`src/rtl/time_mux_rr.sv`:
```
// time_mux_rr: N-channel time-division multiplexer.
//
// In auto mode the block rotates through the enabled channels and spends a
// programmable number of cycles on each one. In manual mode it follows an
// external channel select. The word, the channel index and valid are
// registered together, so they are mutually aligned and lag cur_ch by one
// cycle.
//
// Ports:
//   i_clk       system clock, rising edge
//   i_rst_n     asynchronous active-low reset
//   i_en        run enable; low returns the block to idle
//   i_mode      0 = auto round-robin, 1 = manual select
//   i_man_sel   channel select used in manual mode (clamped to N_CH-1)
//   i_ch_en     per-channel enable mask
//   i_slot_len  cycles per slot in auto mode (0 behaves as 1)
//   i_data_in   packed channel words, channel i at [i*DW +: DW]
//   o_data_out  registered selected word
//   o_ch_out    channel index of o_data_out
//   o_valid     o_data_out comes from an enabled channel while running
//   o_slot_tick one-cycle pulse at each auto-mode slot end
module time_mux_rr #(
  parameter int unsigned DW     = 16,
  parameter int unsigned N_CH   = 4,
  parameter int unsigned SLOT_W = 16,
  localparam int unsigned CH_W  = (N_CH > 1) ? $clog2(N_CH) : 1
) (
  input  logic               i_clk,
  input  logic               i_rst_n,
  input  logic               i_en,
  input  logic               i_mode,
  input  logic [CH_W-1:0]    i_man_sel,
  input  logic [N_CH-1:0]    i_ch_en,
  input  logic [SLOT_W-1:0]  i_slot_len,
  input  logic [N_CH*DW-1:0] i_data_in,
  output logic [DW-1:0]      o_data_out,
  output logic [CH_W-1:0]    o_ch_out,
  output logic               o_valid,
  output logic               o_slot_tick
);

  localparam logic [CH_W-1:0] MaxCh = CH_W'(N_CH - 1);

  typedef enum logic {StIdle, StRun} state_e;

  state_e             r_state;
  logic [CH_W-1:0]    r_cur_ch;
  logic [SLOT_W-1:0]  r_slot_cnt;
  logic [DW-1:0]      r_data_out;
  logic [CH_W-1:0]    r_ch_out;
  logic               r_valid;
  logic               r_slot_tick;

  logic [DW-1:0]      w_sel_data;
  logic               w_cur_en;
  logic [CH_W-1:0]    w_low_ch;
  logic [CH_W-1:0]    w_next_ch;
  logic [CH_W-1:0]    w_man_ch;
  logic [SLOT_W-1:0]  w_len_m1;
  logic               w_slot_end;

  // Word and enable bit of the channel currently selected.
  always_comb begin
    w_sel_data = '0;
    w_cur_en   = 1'b0;
    for (int i = 0; i < N_CH; i++) begin
      if (r_cur_ch == CH_W'(i)) begin
        w_sel_data = i_data_in[i*DW +: DW];
        w_cur_en   = i_ch_en[i];
      end
    end
  end

  // Lowest enabled channel, 0 when the mask is empty.
  always_comb begin
    w_low_ch = '0;
    for (int i = N_CH - 1; i >= 0; i--) begin
      if (i_ch_en[i]) begin
        w_low_ch = CH_W'(i);
      end
    end
  end

  // Next enabled channel searching upward from cur_ch+1 with wrap. The last
  // candidate visited is cur_ch itself, so a lone enabled channel stays put;
  // an empty mask holds cur_ch.
  always_comb begin
    logic [CH_W-1:0] idx;
    logic            found;
    w_next_ch = r_cur_ch;
    idx       = r_cur_ch;
    found     = 1'b0;
    for (int i = 0; i < N_CH; i++) begin
      if (idx == MaxCh) begin
        idx = '0;
      end else begin
        idx = idx + 1'b1;
      end
      if (!found && i_ch_en[idx]) begin
        w_next_ch = idx;
        found     = 1'b1;
      end
    end
  end

  always_comb begin
    w_man_ch = (i_man_sel > MaxCh) ? MaxCh : i_man_sel;
  end

  // A slot length of 0 behaves as 1. The compare is >= so that shrinking
  // slot_len below the current count ends the slot immediately.
  always_comb begin
    w_len_m1   = (i_slot_len == '0) ? '0 : i_slot_len - 1'b1;
    w_slot_end = (r_slot_cnt >= w_len_m1);
  end

  always_ff @(posedge i_clk or negedge i_rst_n) begin
    if (!i_rst_n) begin
      r_state     <= StIdle;
      r_cur_ch    <= '0;
      r_slot_cnt  <= '0;
      r_data_out  <= '0;
      r_ch_out    <= '0;
      r_valid     <= 1'b0;
      r_slot_tick <= 1'b0;
    end else begin
      // Output pipeline runs in every state; only valid depends on state.
      r_data_out  <= w_sel_data;
      r_ch_out    <= r_cur_ch;
      r_valid     <= (r_state == StRun) && w_cur_en;
      r_slot_tick <= 1'b0;

      unique case (r_state)
        StIdle: begin
          if (i_en) begin
            r_state    <= StRun;
            r_cur_ch   <= w_low_ch;
            r_slot_cnt <= '0;
          end
        end
        StRun: begin
          if (!i_en) begin
            // Disable wins over a coincident slot end: no tick, no advance.
            r_state    <= StIdle;
            r_slot_cnt <= '0;
          end else if (i_mode) begin
            // Holding the count at 0 gives a full slot on return to auto.
            r_cur_ch   <= w_man_ch;
            r_slot_cnt <= '0;
          end else if (w_slot_end) begin
            r_slot_cnt  <= '0;
            r_slot_tick <= 1'b1;
            r_cur_ch    <= w_next_ch;
          end else begin
            r_slot_cnt <= r_slot_cnt + 1'b1;
          end
        end
        default: r_state <= StIdle;
      endcase
    end
  end

  assign o_data_out  = r_data_out;
  assign o_ch_out    = r_ch_out;
  assign o_valid     = r_valid;
  assign o_slot_tick = r_slot_tick;

endmodule

```
`config.mk`:
```
export PLATFORM = sky130hd
export DESIGN_NAME = time_mux_rr
export DESIGN_NICKNAME = d
export VERILOG_FILES = /design/src/rtl/time_mux_rr.sv
export SDC_FILE = /design/constraint.sdc
export NUM_CORES = 1
export LEC_CHECK = 0
export ABC_CLOCK_PERIOD_IN_PS = 2650
export BUFFER_PORTS_ARGS = -buffer_cell sky130_fd_sc_hd__buf_2
export CAP_MARGIN = 10
export CORE_UTILIZATION = 30
export DETAILED_ROUTE_END_ITERATION = 12
export SKIP_CTS_REPAIR_TIMING = 1
export SLEW_MARGIN = 10
export SYNTH_ARGS = -nofsm -noshare
export SYNTH_HDL_FRONTEND = slang
export SYNTH_SLANG_ARGS = --single-unit
```
`constraint.sdc`:
```
create_clock -name i_clk -period 2.65 [get_ports i_clk]
set_clock_uncertainty 0.05 [all_clocks]
set_input_delay 0.265 -clock i_clk [delete_from_list [all_inputs] [get_ports i_clk]]
set_output_delay 0.265 -clock i_clk [all_outputs]
set_load 0.1 [all_outputs]
```
==> flow_summary_export.csv, run 1 <==
group,metric,value,unit
route,vias_per_cell,5.02,
route,num_vias,3120,
global_routing,grtUsageTotal,15.4,%
synthesis,synth_top_area_cell,"dfrtp_1",
layout,utilization,46.6,%
route,first_iter_violations,141,
global_routing,grt_max_degree,40,
synthesis,yosys.area_share.adder,10.0,%
route,wl_per_cell,13.5,um
worst_setup_path,crit_cells,12,
place,globalplace.congestion,0.787,
layout,drive_above_1_share,42.3,%
worst_setup_path,cp-end-kind,"register",
sta,setup_violations,18,
route,dr_wl_met3,217,um
worst_setup_path,crit_buf_inv,2,
worst_setup_path,crit_fanout,7,
clock_tree,cts_tree,"done",
synthesis,synth-seq-cells,39,
floorplanning,coreArea,9240,um^2
sta,max_slew_margin,40.9,%
global_routing,grt_pass1_vias,2784,
sta,worstMarginPinSlew,886,ps
synthesis,yosysTopAreaCellShare,34.0,%
sta,setup_ws,-255,ps
worst_setup_path,crit_chain,"buf_6 -> or4_4 -> or3_4 -> buf_4 -> nand2_2 -> ha_4 -> a211oi_4 -> nor2_4 -> nor4_4 -> a211oi_2 -> o21ai_2 -> mux2_4",
sta,finalCritPeriodShare,110,%
floorplanning,die_w,99.8,um
floorplanning,initial_core_util,31.1,%
route,antenna_left,0,
global_routing,antenna_found_initial,0,
synthesis,syn-num-nets,466,
synthesis,synth_edf_count,0,
status,status,"finished, violations left",
worst_setup_path,cp_slowest_stage_delay,540,ps
layout,diodes,0,
worst_setup_path,worst_path_dominant_cell_family,"simple AND/OR/NAND/NOR gates",
route,met2WireLength,4300,um
clock_tree,clk_pin_slew,80,ps
synthesis,syn_area_per_cell,8.13,um^2
power,leakage,2.04,nW
power,power_density,635,nW/um^2
layout,nFillCells,904,
power,ir_drop,350,uV
synthesis,synth_cells,353,
synthesis,netlist_area,2870,um^2
worst_setup_path,cp.required,2780,ps
worst_setup_path,crit_arrival,3030,ps
synthesis,synth_ff_type,"dfrtp_1",
floorplanning,num_io_pins,110,
global_routing,grt_overflow_total,0,
global_routing,grt_pass1_wl,12700,um
route,dr.pass1.iters,5,
sta,slew_violations,0,
worst_setup_path,rr_worst_depth,9,
synthesis,synth_top_family_by_area,"compound AO/OA/AOI/OAI gates",
synthesis,synth_compound_area_share,23.7,%
worst_setup_path,slowest_stage,"or4_4",
route,wirelength,8410,um
status,violations,"negative setup slack",
clock_tree,cts-root-buf,"clkbuf_8",
place,place_hpwl,6240,um
clock_tree,cts.sinks,39,
run,maxCapViolCount,0,
sta,hold_violations,0,
synthesis,yosys_warnings,0,
synthesis,synth.area.mux_share,1.13,%
layout,multiInputGateArea,2070,um^2
synthesis,ys_seq_area_share,34.0,%
synthesis,synth_xor_xnor_area_share,3.66,%
place,portBuffers,109,
layout,final-seq-area,976,um^2
synthesis,synth_area_leaders,"dfrtp_1, ha_1, nand2_1, a21oi_1, a22oi_1",
clock_tree,cts_inserted_buffers,5,
floorplanning,die_area,9970,um^2
layout,final_nets,604,
route,drc,0,
sta,rsz0062_at_grt,"yes",
clock_tree,clockBufferDepth,2,
worst_setup_path,crit_type,"input pin to register",
worst_hold_path,hold_path.class,"input pin to asynchronous set/reset pin",
synthesis,synthSimpleGateAreaFrac,22.5,%
synthesis,synthDistinctLibCells,50,
route,dr.max_layer_used,"met4",
layout,layoutNonFillerInstCount,621,
route,wl_met1,3850,um
floorplanning,rows,35,
sta,fmax,344,MHz
layout,syn2layout_area_growth,49.8,%
clock_tree,clk_latency,290,ps
sta,fin_crit,2910,ps
synthesis,ys_async_sr_fraction,100,%
place,dp.cells,607,
clock_tree,htreeDepth,2,
floorplanning,die_h,99.8,um
worst_setup_path,cp-start-kind,"input pin",
-- area by class of cell --
type / count / share of cell area (%)
Clock inverter: 3 / 1.02
Timing Repair Buffer: 151 / 21.8
Sequential cell: 39 / 22.7
Tap cell: 129 / 3.75
Clock buffer: 5 / 1.60
Inverter: 11 / 0.960
Multi-Input combinational cell: 283 / 48.2
-- metrics by stage --
step | power [mW] | TNS [ps] | hold WS, ps | cell area (um^2) | setup slack, ps
after floorplan | 1.88 | -4660 | -80.6 | 2980 | -364
after global placement | 2.19 | -8780 | 383 | 3850 | -571
after detailed placement | 2.21 | -10120 | 376 | 3850 | -690
after CTS | 2.70 | -4560 | 65.7 | 3960 | -387
after global routing | 2.87 | -5000 | 79.2 | 4300 | -344
final | 2.73 | -3120 | 47.2 | 4300 | -255
-- cells in the mapped netlist, types with 5 or more instances --
cell type	instances
a21oi_1	34
xor2_1	9
clkbuf_1	10
nand2b_1	6
nand2_1	54
o21ai_0	23
nor4_1	8
a31oi_1	13
nor3_1	9
a22oi_1	17
ha_1	23
nor2_1	30
nand3_1	9
inv_1	11
and3_1	5
dfrtp_1	39
-- state kept, by name (all words and copies together), names as in the netlist --
register and flops:
r_slot_cnt 16, o_slot_tick 1, o_valid 1, r_cur_ch 2, r_state 1, o_data_out 16
o_ch_out 2
-- cells by family (layout without fill, tap and decap cells) --
group,Yosys count,in the layout
XOR/XNOR,12,12
flip-flops,39,39
AO/OA/AOI/OAI,107,107
AND/OR/NAND/NOR,138,138
buffers and inverters,31,170
adder cells (fa/ha/maj),23,23
multiplexers,3,3
-- report_power, final --
group | switching, mW | internal, mW | total (mW) | leakage, nW
registers | 0.0533 | 0.707 | 0.760 | 0.513
clock network | 0.211 | 0.280 | 0.492 | 0.0581
logic | 1.13 | 0.346 | 1.48 | 1.47
-- routing by layer --
layer	GRT usage, %	up-vias
met3	1.88	2
met1	21.9	1499
met4	2.38	0
met5	0	-
met2	25.4	57
li1	-	1562
-- cells in the final DEF (no fill, tap or decap), types with 4 or more instances in the layout --
| cell type | count |
|---|---|
| buf_2 | 105 |
| nand2_1 | 50 |
| dfrtp_1 | 39 |
| buf_4 | 38 |
| nor2_1 | 28 |
| a21oi_1 | 27 |
| a22oi_1 | 17 |
| o21ai_0 | 17 |
| ha_1 | 17 |
| a31oi_1 | 12 |
| inv_1 | 11 |
| xor2_1 | 9 |
| nand2b_1 | 6 |
| nand3_1 | 6 |
| a21oi_2 | 6 |
| ha_4 | 6 |
| nor3_1 | 5 |
| and3_1 | 5 |
| clkbuf_8 | 5 |
| buf_6 | 5 |
| nor4_4 | 4 |
| nor3_2 | 4 |
-- path summary, 6_finish.rpt --
path	from	end	slack (ps)
worst max-delay path	i_slot_len[13]	r_cur_ch[1]	-260
worst min-delay path	i_rst_n	o_data_out[15]	50
worst max register to register	r_slot_cnt[3]	r_slot_cnt[15]	420
worst min register to register	r_cur_ch[1]	o_ch_out[1]	450
max in group asynchronous	i_rst_n	r_slot_cnt[1]	1940
min in group i_clk	i_en	r_state	100
Power figures use the tool's default switching activity.
==> run 2, diff against run 1 <==
--- a/config.mk
+++ b/config.mk
@@ -10,6 +10,7 @@
 export CAP_MARGIN = 10
 export CORE_UTILIZATION = 30
 export DETAILED_ROUTE_END_ITERATION = 12
+export PLACE_DENSITY = 0.63
 export SKIP_CTS_REPAIR_TIMING = 1
 export SLEW_MARGIN = 10
 export SYNTH_ARGS = -nofsm -noshare
==> flow_summary_export.csv, run 2 (synthesis results as in run 1) <==
group,metric,value,unit
status,status,"finished, violations left",
status,violations,"negative setup slack",
clock_tree,cts.sinks,39,
layout,nFillCells,885,
floorplanning,die_w,99.8,um
global_routing,grt_max_degree,40,
worst_setup_path,cp-start-kind,"input pin",
route,dr.pass1.iters,4,
place,pre_cts_slack,-644,ps
worst_setup_path,rr_worst_depth,9,
route,drc,0,
layout,diodes,0,
floorplanning,coreArea,9240,um^2
route,wirelength,8640,um
sta,setup_ws,-310,ps
clock_tree,cts_inserted_buffers,5,
global_routing,grt_use_met2,27.6,%
clock_tree,clockBufferDepth,2,
worst_setup_path,crit_type,"input pin to register",
global_routing,antenna_found_initial,0,
global_routing,busiest_layer,"met2",
global_routing,use_met1,21.9,%
route,first_iter_violations,161,
clock_tree,cts_tree,"done",
sta,fin_crit,2960,ps
global_routing,grt_pass1_vias,2927,
worst_setup_path,reg2reg_slack,340,ps
floorplanning,die_area,9970,um^2
worst_setup_path,r2r-end,"r_slot_cnt[5]",
global_routing,grt_pass1_wl,13400,um
sta,setup_violations,18,
layout,layout_common_cells,"buf_2, nand2_1, dfrtp_1, buf_4, nor2_1",
route,antenna_left,0,
sta,finalCritPeriodShare,112,%
floorplanning,num_io_pins,110,
route,wl_per_cell,13.9,um
place,portBuffers,109,
route,vias_per_cell,5.02,
global_routing,grtUsageTotal,16.3,%
route,num_vias,3126,
worst_setup_path,crit_fanout,7,
worst_setup_path,cp.required,2780,ps
floorplanning,rows,35,
floorplanning,die_h,99.8,um
layout,syn2layout_area_growth,51.2,%
layout,utilization,47.0,%
power,power_density,635,nW/um^2
worst_setup_path,crit_arrival,3090,ps
sta,slew_violations,0,
place,place_hpwl,6390,um
place,globalplace.congestion,0.844,
power,leakage,2.06,nW
clock_tree,clk_latency,280,ps
power,ir_drop,303,uV
sta,worstMarginPinSlew,895,ps
sta,max_slew_margin,40.3,%
sta,fmax,338,MHz
run,maxCapViolCount,0,
global_routing,grt_overflow_total,0,
layout,drive_above_1_share,43.1,%
sta,hold_violations,0,
sta,fin_setup_tns,-3720,ps
layout,final_nets,606,
worst_hold_path,hold_path.class,"input pin to asynchronous set/reset pin",
clock_tree,cts-root-buf,"clkbuf_8",
worst_setup_path,rr_startpoint,"r_slot_cnt[1]",
worst_setup_path,cp-end-kind,"register",
clock_tree,htreeDepth,2,
floorplanning,initial_core_util,31.1,%
layout,layout_commonest_cell,"buf_2",
sta,rsz0062_at_grt,"yes",
clock_tree,clk_pin_slew,80,ps
global_routing,met3_usage,2.51,%
run 2: layout make-up:
class	count	area (um^2)	share of cell area (%)
Timing Repair Buffer	153	972	22.4
Inverter	11	41.3	0.951
Multi-Input combinational cell	283	2080	47.9
Clock buffer	5	68.8	1.58
Clock inverter	3	43.8	1.01
Sequential cell	39	976	22.5
Tap cell	129	161	3.72
run 2: how the worst max path moves through the flow:
stage / endpoint / start / slack, ps
2_1_floorplan: r_cur_ch[1] / i_slot_len[13] / -360
3_3_place_gp: r_cur_ch[1] / i_slot_len[13] / -530
3_5_place_dp: r_slot_cnt[5] / i_slot_len[13] / -640
4_1_cts: r_slot_cnt[5] / i_slot_len[13] / -340
5_1_grt: r_slot_cnt[15] / i_slot_len[5] / -420
6_report: r_cur_ch[1] / i_slot_len[10] / -310
run 2: through the flow:
step	hold slack (ps)	area, um^2	cells	power (mW)
6_report	50.7	4340	623	2.76
5_1_grt	88.7	4340	623	2.90
4_1_cts	69.8	3980	616	2.73
3_5_place_dp	379	3870	608	2.21
3_3_place_gp	378	3870	608	2.20
2_1_floorplan	-80.6	2980	353	1.88
run 2: metal layers:
layer / part of all wire (%) / wire, um / up-vias
met5: 0 / 0 / -
li1: - / - / 1565
met4: 0.37 / 32 / 0
met2: 51 / 4370 / 55
met3: 3.4 / 296 / 4
met1: 46 / 3940 / 1502
run 2: worst max-delay path, stage by stage:
cell	delay, ps
buf_6	90
or4_4	530
or3_4	420
buf_4	180
nand2_1	100
ha_4	220
a21oi_2	190
a31oi_2	150
buf_4	160
nor3_2	220
a211oi_2	70
o21ai_2	170
mux2_4	310
run 2: power breakdown:
group | switching, mW | internal (mW) | total, mW | leakage (nW)
registers | 0.0573 | 0.706 | 0.764 | 0.513
logic | 1.14 | 0.357 | 1.49 | 1.49
clock network | 0.219 | 0.281 | 0.499 | 0.0581
